## src/rtl/fwd_pkg.sv

```systemverilog
// Shared definitions for the forwarding / hazard unit: operand-select
// encodings seen by the EX-stage operand muxes and the stall FSM states.
package fwd_pkg;

  // Operand select encodings driven onto fwd_sel for each source
  localparam logic [1:0] FWD_RF  = 2'b00;  // use register-file read value
  localparam logic [1:0] FWD_WB  = 2'b01;  // bypass from the WB stage
  localparam logic [1:0] FWD_MEM = 2'b10;  // bypass from the MEM stage

  // Stall controller states
  typedef enum logic [1:0] {
    RUN      = 2'b00,
    LU_STALL = 2'b01,
    MEM_HOLD = 2'b10
  } hazState_e;

endpackage

```

## src/rtl/fwd_hazard_unit_if.sv

```systemverilog
// Pipeline-side bundle of the forwarding / hazard unit: ID-stage instruction
// fields and pipeline control in, stall and operand selects out.
interface fwd_hazard_unit_if #(
  parameter int REG_AW  = 4,
  parameter int NUM_SRC = 2,
  parameter int CNT_W   = 16
) ();

  logic                        id_valid;
  logic [REG_AW-1:0]           id_rd;
  logic                        id_regwrite;
  logic                        id_is_load;
  logic [NUM_SRC*REG_AW-1:0]   id_src;
  logic [NUM_SRC-1:0]          id_src_used;
  logic                        flush;
  logic                        mem_busy;
  logic                        stall_id;
  logic [2*NUM_SRC-1:0]        fwd_sel;
  logic [CNT_W-1:0]            stall_cnt;

  // The pipeline drives instruction info and receives stall/forward controls
  modport master (
    output id_valid, id_rd, id_regwrite, id_is_load, id_src, id_src_used,
           flush, mem_busy,
    input  stall_id, fwd_sel, stall_cnt
  );

  // The hazard unit sees the opposite directions
  modport slave (
    input  id_valid, id_rd, id_regwrite, id_is_load, id_src, id_src_used,
           flush, mem_busy,
    output stall_id, fwd_sel, stall_cnt
  );

endinterface

```

## src/rtl/fwd_src_sel.sv

```systemverilog
// Operand select for one EX-stage source: picks the youngest in-flight
// producer of the source register, or the register file when none exists.
module fwd_src_sel
  import fwd_pkg::*;
#(
  parameter int REG_AW = 4
) (
  input  logic              srcUsed,
  input  logic [REG_AW-1:0] srcReg,
  input  logic              memValid,
  input  logic              memRegWrite,
  input  logic [REG_AW-1:0] memRd,
  input  logic              wbValid,
  input  logic              wbRegWrite,
  input  logic [REG_AW-1:0] wbRd,
  output logic [1:0]        sel
);

  // MEM is checked before WB so the newer value wins; r0 never forwards
  always_comb begin
    sel = FWD_RF;
    if (srcUsed && (srcReg != '0)) begin
      if (memValid && memRegWrite && (memRd == srcReg)) begin
        sel = FWD_MEM;
      end else if (wbValid && wbRegWrite && (wbRd == srcReg)) begin
        sel = FWD_WB;
      end
    end
  end

endmodule

```

## src/rtl/fwd_hazard_unit.sv

```systemverilog
// Forwarding and load-use hazard unit for an in-order pipeline. Keeps a
// shadow tag pipeline (EX/MEM/WB) of destination info, detects load-use
// hazards against the ID instruction, and drives per-source bypass selects.
module fwd_hazard_unit
  import fwd_pkg::*;
#(
  parameter int REG_AW  = 4,
  parameter int NUM_SRC = 2,
  parameter int CNT_W   = 16
) (
  input logic              clk,
  input logic              rst_n,
  fwd_hazard_unit_if.slave bus
);

  // EX stage tags
  logic                      exValid;
  logic [REG_AW-1:0]         exRd;
  logic                      exRegWrite;
  logic                      exIsLoad;
  logic [NUM_SRC*REG_AW-1:0] exSrc;
  logic [NUM_SRC-1:0]        exSrcUsed;

  // MEM stage tags
  logic                      memValid;
  logic [REG_AW-1:0]         memRd;
  logic                      memRegWrite;
  logic                      memIsLoad;

  // WB stage tags
  logic                      wbValid;
  logic [REG_AW-1:0]         wbRd;
  logic                      wbRegWrite;

  hazState_e                 state;
  logic [NUM_SRC-1:0]        srcMatch;
  logic                      loadUse;
  logic                      hazard;
  logic                      stallId;
  logic [CNT_W-1:0]          stallCnt;
  logic [2*NUM_SRC-1:0]      fwdSel;

  // Which ID sources read the register the EX-stage instruction writes
  always_comb begin
    srcMatch = '0;
    for (int s = 0; s < NUM_SRC; s++) begin
      srcMatch[s] = bus.id_src_used[s] &&
                    (bus.id_src[s*REG_AW +: REG_AW] == exRd);
    end
  end

  // A load in EX cannot be bypassed to the ID consumer in time; the stall
  // state already holds a bubble in EX so it never asks for a second one
  assign loadUse = bus.id_valid & exValid & exIsLoad & exRegWrite &
                   (exRd != '0) & (|srcMatch);
  assign hazard  = loadUse & (state != LU_STALL);
  assign stallId = bus.mem_busy | (~bus.flush & hazard);

  // Tag pipeline: freeze on mem_busy, bubble EX on flush or load-use
  always_ff @(posedge clk or negedge rst_n) begin
    if (!rst_n) begin
      exValid     <= 1'b0;
      exRd        <= '0;
      exRegWrite  <= 1'b0;
      exIsLoad    <= 1'b0;
      exSrc       <= '0;
      exSrcUsed   <= '0;
      memValid    <= 1'b0;
      memRd       <= '0;
      memRegWrite <= 1'b0;
      memIsLoad   <= 1'b0;
      wbValid     <= 1'b0;
      wbRd        <= '0;
      wbRegWrite  <= 1'b0;
    end else if (!bus.mem_busy) begin
      wbValid     <= memValid;
      wbRd        <= memRd;
      wbRegWrite  <= memRegWrite;
      memValid    <= exValid;
      memRd       <= exRd;
      memRegWrite <= exRegWrite;
      memIsLoad   <= exIsLoad;
      if (bus.flush || hazard) begin
        exValid    <= 1'b0;
        exRegWrite <= 1'b0;
        exIsLoad   <= 1'b0;
        exSrcUsed  <= '0;
      end else begin
        exValid    <= bus.id_valid;
        exRd       <= bus.id_rd;
        exRegWrite <= bus.id_regwrite;
        exIsLoad   <= bus.id_is_load;
        exSrc      <= bus.id_src;
        exSrcUsed  <= bus.id_valid ? bus.id_src_used : '0;
      end
    end
  end

  // Stall controller: memory freeze overrides everything, load-use lasts one cycle
  always_ff @(posedge clk or negedge rst_n) begin
    if (!rst_n) begin
      state <= RUN;
    end else if (bus.mem_busy) begin
      state <= MEM_HOLD;
    end else begin
      case (state)
        RUN:      state <= (hazard && !bus.flush) ? LU_STALL : RUN;
        LU_STALL: state <= RUN;
        MEM_HOLD: state <= RUN;
        default:  state <= RUN;
      endcase
    end
  end

  // Saturating count of stalled cycles
  always_ff @(posedge clk or negedge rst_n) begin
    if (!rst_n) begin
      stallCnt <= '0;
    end else if (stallId && (stallCnt != '1)) begin
      stallCnt <= stallCnt + 1'b1;
    end
  end

  for (genvar s = 0; s < NUM_SRC; s++) begin : gSrcSel
    fwd_src_sel #(.REG_AW(REG_AW)) uSrcSel (
      .srcUsed     (exSrcUsed[s]),
      .srcReg      (exSrc[s*REG_AW +: REG_AW]),
      .memValid    (memValid),
      .memRegWrite (memRegWrite),
      .memRd       (memRd),
      .wbValid     (wbValid),
      .wbRegWrite  (wbRegWrite),
      .wbRd        (wbRd),
      .sel         (fwdSel[2*s +: 2])
    );
  end

  assign bus.stall_id  = stallId;
  assign bus.fwd_sel   = fwdSel;
  assign bus.stall_cnt = stallCnt;

endmodule

```

## src/flat_wrapper.sv

```systemverilog
// flat-port wrapper written by rule: the top's interface ports become plain ports
module fwd_hazard_unit_flat import fwd_pkg::*;
#(
  parameter int REG_AW  = 4,
  parameter int NUM_SRC = 2,
  parameter int CNT_W   = 16
)
  (clk, rst_n, bus_id_valid, bus_id_rd, bus_id_regwrite, bus_id_is_load, bus_id_src, bus_id_src_used, bus_flush, bus_mem_busy, bus_stall_id, bus_fwd_sel, bus_stall_cnt);
  fwd_hazard_unit_if #(.REG_AW(REG_AW), .NUM_SRC(NUM_SRC), .CNT_W(CNT_W)) bus_i ();
  input logic clk;
  input logic rst_n;
  input wire logic [$bits(bus_i.id_valid)-1:0] bus_id_valid;
  input wire logic [$bits(bus_i.id_rd)-1:0] bus_id_rd;
  input wire logic [$bits(bus_i.id_regwrite)-1:0] bus_id_regwrite;
  input wire logic [$bits(bus_i.id_is_load)-1:0] bus_id_is_load;
  input wire logic [$bits(bus_i.id_src)-1:0] bus_id_src;
  input wire logic [$bits(bus_i.id_src_used)-1:0] bus_id_src_used;
  input wire logic [$bits(bus_i.flush)-1:0] bus_flush;
  input wire logic [$bits(bus_i.mem_busy)-1:0] bus_mem_busy;
  output wire logic [$bits(bus_i.stall_id)-1:0] bus_stall_id;
  output wire logic [$bits(bus_i.fwd_sel)-1:0] bus_fwd_sel;
  output wire logic [$bits(bus_i.stall_cnt)-1:0] bus_stall_cnt;
  assign bus_i.id_valid = bus_id_valid;
  assign bus_i.id_rd = bus_id_rd;
  assign bus_i.id_regwrite = bus_id_regwrite;
  assign bus_i.id_is_load = bus_id_is_load;
  assign bus_i.id_src = bus_id_src;
  assign bus_i.id_src_used = bus_id_src_used;
  assign bus_i.flush = bus_flush;
  assign bus_i.mem_busy = bus_mem_busy;
  assign bus_stall_id = bus_i.stall_id;
  assign bus_fwd_sel = bus_i.fwd_sel;
  assign bus_stall_cnt = bus_i.stall_cnt;
  fwd_hazard_unit #(.REG_AW(REG_AW), .NUM_SRC(NUM_SRC), .CNT_W(CNT_W)) u_core (.clk(clk), .rst_n(rst_n), .bus(bus_i));
endmodule
```

## config.mk

```make
export PLATFORM = sky130hd
export DESIGN_NAME = fwd_hazard_unit_flat
export DESIGN_NICKNAME = d
export VERILOG_FILES = /design/src/rtl/fwd_pkg.sv /design/src/rtl/fwd_hazard_unit_if.sv /design/src/rtl/fwd_src_sel.sv /design/src/rtl/fwd_hazard_unit.sv /design/src/flat_wrapper.sv
export SDC_FILE = /design/constraint.sdc
export NUM_CORES = 1
export LEC_CHECK = 0
export ABC_CLOCK_PERIOD_IN_PS = 3080
export CORE_UTILIZATION = 45
export DETAILED_ROUTE_END_ITERATION = 10
export PLACE_DENSITY = 0.77
export SLEW_MARGIN = 40
export SYNTH_ARGS = -nofsm -noshare
export SYNTH_HDL_FRONTEND = slang
export SYNTH_SLANG_ARGS = --single-unit
export TNS_END_PERCENT = 30
```

## constraint.sdc

```tcl
create_clock -name clk -period 3.08 [get_ports clk]
set_input_delay 0.616 -clock clk [delete_from_list [all_inputs] [get_ports clk]]
set_output_delay 0.616 -clock clk [all_outputs]
set_load 0.03 [all_outputs]
```

==> flow_summary.yaml, run 1 <==
drt:
  routed-via-count: 1672
  wl_per_cell_microns: 14.0
  avgViaCountPerCell: 5.10
  wl_met3_microns: 115
  wl_met1_microns: 2170
  drc: 0
  first_pass_iters: 4
  ant_nets: 0
  routed-wl-met2_microns: 2270
  drtIter0Drc: 68
  postRouteWirelength_microns: 4600
  highest_layer: "met4"
power:
  ir_drop_uv: 470
  swShare_pct: 34.1
  p_leak_uw: 0.00120
  p_clk_share_pct: 20.8
  power_switching_uw: 575
  internal_power_uw: 1110
  comb_power_share_pct: 29.3
  power_density_nw_per_um2: 593
  pwr-share-seq_pct: 49.9
setup_path:
  slowest_stage: "clkdlybuf4s50_1"
  critPathCaptureType: "primary output"
  r2r_start: "u_core.exRd[1]$_DFFE_PN0P_"
  critical_path.top_delay_family: "buffers and inverters"
  r2r-end: "u_core.bus.stall_cnt[14]$_DFFE_PN0P_"
  crit_path_start_kind: "primary input"
  path_cells: "clkdlybuf4s50_1 > nand4_1 > nor4_1 > o21ai_1 > and2_1 > inv_1 > buf_4"
  crit_required_ps: 2460
  critPathKind: "in -> out"
  critPathMaxStageDelay_ps: 540
  critPathBufInv: 3
  r2r_setup_slack_ps: 1010
  crit_fanout: 4
  crit_arrival_ps: 2120
  r2r_cells: 7
yosys:
  postSynthCellCount: 216
  synthTopCellsByArea: "dfrtp_1 (51%), xnor2_1 (9.6%), nand2_1 (7.6%)"
  synth_compound_area_share_pct: 4.11
  synthAdderAreaFrac_pct: 0.547
  synth_top_area_share_pct: 51.5
  synth-edff-count: 0
  yosysWarnings: 0
  syn_nets: 238
  synth_top_area_cell: "dfrtp_1"
  synth.avg_cell_area_sq_um: 10.6
  synthArstFlopShare_pct: 100
  synth.mux.area_fraction_pct: 6.90
  synth_top_family_by_area: "simple AND/OR/NAND/NOR gates"
  syn_area_sq_um: 2290
  synth-seq-area-share_pct: 51.5
  dominantRegCellSynth: "dfrtp_1"
  synthXorXnorAreaFrac_pct: 14.2
  synth-simple-area-share_pct: 20.7
  yosysUniqueCellTypes: 29
  synth-seq-cells: 47
timing:
  relSlewSlack_pct: 61.8
  fin_crit_ps: 2730
  max_freq_mhz: 366
  setup_viol: 0
  fin_setup_tns_ps: 0
  setup_slack_ps: 346
  hold_viol: 0
  slew_violations: 0
  worstMarginPinSlew_ps: 573
  clock_skew_ps: 11.6
  layout_worst_path_cycle_share_pct: 88.8
  rsz0062_at_grt: "no"
worst_hold_path:
  hp-class: "in -> async"
clock_network:
  cts_inserted_buffers: 5
  ctsHoldBuffers: 0
  clk_pin_slew_ps: 90
  cts_tree: "done"
  root_buffer: "clkbuf_8"
  cts_sinks: 47
  clk_latency_ps: 300
  cts_resized: 0
  postCtsSetupBuffers: 0
  htree_levels: 2
  clock_path_buffers: 2
final_layout:
  final_common_cell: "dfrtp_1"
  diodes: 0
  layout.nets: 282
  drive_above_1_share_pct: 11.9
  area_growth_pct: 24.6
  utilization_pct: 59.1
  layout_common_cells: "dfrtp_1 (47), nand2_1 (46), clkdlybuf4s50_1 (39)"
grt:
  grt_max_degree: 48
  global_route.usage.total_pct: 19.5
  grt_pass1_vias: 1648
  grt-ovfl-total: 0
  antenna_found_initial: 0
  grt_pass1_wl_microns: 7780
outcome:
  status: "finished clean"
floorplan:
  start_util_pct: 47.5
  num_rows: 25
  pin_count: 42
  dieArea_sq_um: 5370
  dieWidth_microns: 73.3
  dieHeight_microns: 73.3
  core_sq_um: 4820
placed_design:
  hpwl_microns: 3470
  io_buffers: 41
  dpl_worst_slack_ps: 335
  place.gp.congestion: 0.815
run:
  cap_violations: 0
[per-layer routing]
metal	global-route usage, %	vias up
met4	6.54	0
li1	-	829
met2	30.7	27
met1	26.5	814
met5	0	-
met3	4.53	2
[logic make-up (layout without fill, tap and decap cells)]
| group | Yosys count | in the layout |
|---|---|---|
| AOI/OAI and AO/OA | 12 | 12 |
| DFF | 47 | 47 |
| adders and majority gates | 1 | 1 |
| buffers and inverters | 10 | 55 |
| and+or+nand+nor | 95 | 95 |
| xor gates and xnor gates | 37 | 37 |
| muxes | 14 | 14 |
[sequential cells by signal (all words and copies together), names as in the netlist]
register              flops
u_core.state              2
u_core.exRegWrite         1
u_core.exRd               4
u_core.exValid            1
u_core.exIsLoad           1
u_core.wbRegWrite         1
u_core.wbRd               4
u_core.memRd              4
u_core.memRegWrite        1
u_core.exSrc              8
u_core.exSrcUsed          2
u_core.memValid           1
u_core.wbValid            1
u_core.bus.stall_cnt     16
[worst reg2reg max path: cells and delay by family, from the launching register on]
| kind | cells | cell delay, ps |
|---|---|---|
| compound gates | 1 | 150 |
| mux | 1 | 340 |
| xor+xnor | 1 | 200 |
| simple gates | 3 | 660 |
| buf+inv | 1 | 160 |
| flops | 1 | 470 |
[power by group through the flow]
stage | clock network, uW | registers (uW) | logic (uW)
after global placement | 0 | 850 | 484
after CTS | 362 | 843 | 500
final | 352 | 842 | 494
after floorplan | 0 | 911 | 234
after global routing | 394 | 860 | 533
after detailed placement | 0 | 855 | 498
[cells in the mapped netlist, types with 3 or more instances]
master    number
a22o_1         3
and2_1         5
buf_2          3
clkbuf_1       4
dfrtp_1       47
mux2_2        14
nand2_1       46
nand3_1       14
nand4_1        6
nor2_1         5
nor3_1         5
nor4_1         6
xnor2_1       25
xor2_1        12
[stage by stage]
| stage | instances | area, sq um | hold slack [ps] | power, uW |
|---|---|---|---|---|
| 2_1_floorplan | 216 | 2290 | 320 | 1140 |
| 3_5_place_dp | 320 | 2760 | 423 | 1350 |
| 3_3_place_gp | 320 | 2760 | 415 | 1330 |
| 6_report | 328 | 2850 | 317 | 1690 |
| 4_1_cts | 328 | 2850 | 337 | 1710 |
| 5_1_grt | 328 | 2850 | 354 | 1790 |
[layout make-up]
| type | instances | area [sq um] |
|---|---|---|
| Timing Repair Buffer | 45 | 435 |
| Fill cell | 440 | 1970 |
| Clock inverter | 3 | 15.0 |
| Multi-Input combinational cell | 159 | 1060 |
| Clock buffer | 5 | 68.8 |
| Inverter | 2 | 7.51 |
| Sequential cell | 47 | 1180 |
| Tap cell | 67 | 83.8 |
[worst max path at each step]
stage / cells past startpoint / slack [ps] / to / startpoint
final: 7 / 350 / bus_stall_id / bus_id_valid
after global routing: 7 / 210 / bus_stall_id / bus_id_valid
after CTS: 7 / 330 / bus_stall_id / bus_id_valid
after detailed placement: 7 / 330 / bus_stall_id / bus_id_valid
after global placement: 7 / 370 / bus_stall_id / bus_id_src[5]
after floorplan: 4 / 800 / bus_fwd_sel[0] / u_core.exSrc[3]$_DFFE_PN0P_
Note: power is estimated with default switching activity, not from simulation.
==> run 2, diff against run 1 <==
--- a/config.mk
+++ b/config.mk
@@ -5,10 +5,11 @@
 export SDC_FILE = /design/constraint.sdc
 export NUM_CORES = 1
 export LEC_CHECK = 0
-export ABC_CLOCK_PERIOD_IN_PS = 3080
+export ABC_CLOCK_PERIOD_IN_PS = 2500
 export CORE_UTILIZATION = 45
+export CTS_BUF_LIST = sky130_fd_sc_hd__clkbuf_2
 export DETAILED_ROUTE_END_ITERATION = 10
-export PLACE_DENSITY = 0.77
+export PLACE_DENSITY = 0.8
 export SLEW_MARGIN = 40
 export SYNTH_ARGS = -nofsm -noshare
 export SYNTH_HDL_FRONTEND = slang
==> constraint.sdc (replaced) <==
create_clock -name clk -period 2.5 [get_ports clk]
set_input_delay 0.5 -clock clk [delete_from_list [all_inputs] [get_ports clk]]
set_output_delay 0.5 -clock clk [all_outputs]
set_load 0.03 [all_outputs]
==> run 2 against run 1 <==
Compared with the run above:
- worst setup slack lost 350 ps
- largest power group unchanged
- critical path type unchanged
- combinational power grew 28%
- clock power shrank 12%
- total power grew 17%
- utilization grew 1.2 points
- largest cell class unchanged
==> flow_summary.yaml, run 2 (synthesized netlist as in run 1, its figures left out) <==
clock_network:
  htree_levels: 2
  cts_tree: "done"
  clk_latency_ps: 430
  cts_inserted_buffers: 5
  root_buffer: "clkbuf_2"
  cts_sinks: 47
  clock_path_buffers: 2
  clk_pin_slew_ps: 230
  ctsHoldBuffers: 0
final_layout:
  fin_area_sq_um: 2910
  area_growth_pct: 27.1
  largest_reg_flops: 16
  multiInputGateArea_sq_um: 1110
  fin_cells: 336
  diodes: 0
  drive_above_1_share_pct: 18.6
  layout_common_cells: "nand2_1 (45), dfrtp_1 (45), clkdlybuf4s50_1 (34)"
  register_area_sq_um: 1180
  fillers: 425
  layout.nets: 290
drt:
  ant_nets: 0
  drtIter0Drc: 65
  avgViaCountPerCell: 5.21
  routed-via-count: 1750
  drc: 0
  first_pass_iters: 4
  wl_per_cell_microns: 14.6
  postRouteWirelength_microns: 4890
grt:
  grt_pass1_vias: 1652
  grt_max_degree: 48
  grt_pass1_wl_microns: 7730
  global_route.usage.total_pct: 19.4
  antenna_found_initial: 0
  grt-ovfl-total: 0
timing:
  layout_worst_path_cycle_share_pct: 100
  fin_setup_tns_ps: 0
  clock_skew_ps: 10.9
  worstMarginPinSlew_ps: 594
  setup_viol: 0
  slew_violations: 0
  setup_slack_ps: 0.297
  hold_viol: 0
  fin_crit_ps: 2500
  relSlewSlack_pct: 60.4
  max_freq_mhz: 400
  rsz0062_at_grt: "yes"
floorplan:
  num_rows: 25
  dieWidth_microns: 73.3
  start_util_pct: 47.5
  dieArea_sq_um: 5370
  core_sq_um: 4820
  dieHeight_microns: 73.3
  pin_count: 42
power:
  p_leak_uw: 0.00125
  power.total_uw: 1980
  power_density_nw_per_um2: 682
  ir_drop_uv: 525
setup_path:
  critPathCaptureType: "primary output"
  crit_arrival_ps: 2000
  critPathKind: "in -> out"
  r2r-end: "u_core.bus.stall_cnt[15]$_DFFE_PN0P_"
  path_cells: "clkdlybuf4s50_1 > nand4_1 > nor4_1 > o21ai_2 > and2_4 > inv_1 > buf_4"
  r2r_setup_slack_ps: 530
  crit_path_start_kind: "primary input"
  crit_fanout: 4
  r2r_start: "u_core.exRd[2]$_DFFE_PN0P_"
  critPathMaxStageDelay_ps: 550
  crit_required_ps: 2000
  slowest_stage: "clkdlybuf4s50_1"
  r2r_cells: 8
placed_design:
  place.gp.congestion: 0.787
  placedCellCount: 326
  dpl_worst_slack_ps: 5.60
  dpl-instance-area_sq_um: 2820
  hpwl_microns: 3490
  io_buffers: 41
outcome:
  status: "finished clean"
worst_hold_path:
  hp-class: "in -> async"
run:
  cap_violations: 0
==> run 2: cell count changes in the layout (fill, tap and decap cells not counted), sizes merged <==
| cell | delta |
|---|---|
| buf | +8 |
| clkbuf | +4 |
| clkdlybuf4s50 | -5 |
| clkinv | -1 |
| clkinvlp | +1 |
| dlymetal6s2s | +1 |
==> run 2: worst max-delay path by stage <==
stage | from | depth (start not counted) | to | slack [ps]
floorplan | u_core.exSrc[3]$_DFFE_PN0P_ | 4 | bus_fwd_sel[0] | 340
global placement | bus_id_src[5] | 7 | bus_stall_id | 10
detailed placement | bus_id_src[1] | 7 | bus_stall_id | 6
CTS | bus_id_src[1] | 7 | bus_stall_id | -3
global route | u_core.exRd[2]$_DFFE_PN0P_ | 7 | bus_stall_id | -90
finish | bus_id_valid | 7 | bus_stall_id | 0.3
==> run 2: per-layer routing <==
metal  track usage [%]  wire length, microns  share of wire, %  vias to the layer above
met2              31.5                  2480                51                       20
met4              6.54                    61               1.2                        0
li1                  -                     -                 -                      848
met5                 0                     0                 0                        -
met3              4.12                   113               2.3                        5
met1              25.8                  2240                46                      877
==> run 2: area by class of cell <==
class / instances / area share [%]
Clock buffer: 5 / 0.861
Tap cell: 67 / 2.89
Sequential cell: 47 / 40.6
Multi-Input combinational cell: 159 / 38.1
Inverter: 2 / 0.258
Clock inverter: 3 / 0.517
Timing Repair Buffer: 53 / 16.8
==> run 2: worst max-delay path: cells and delay by family <==
family	cells	cell delay (ps)
buffers and inverters	3	750
and+or+nand+nor	3	650
AOI/OAI and AO/OA	1	110
==> run 2: power by group <==
group	switching [uW]	internal, uW
logic	317	315
clock network	247	62.2
registers	161	880
total	724	1260
==> run 2: metrics by stage <==
stage               util [%]  hold slack, ps
floorplan                  -             204
global placement        58.5             411
detailed placement      58.5             430
CTS                     59.4             117
global route            60.3             103
finish                  60.3             116
==> run 2: what timing repair did <==
action	4_1_cts	5_1_grt
setup endpoints to repair	5	5
buffers inserted	0	2
pin swaps	0	2
gates cloned	0	0
gates resized for setup	5	22
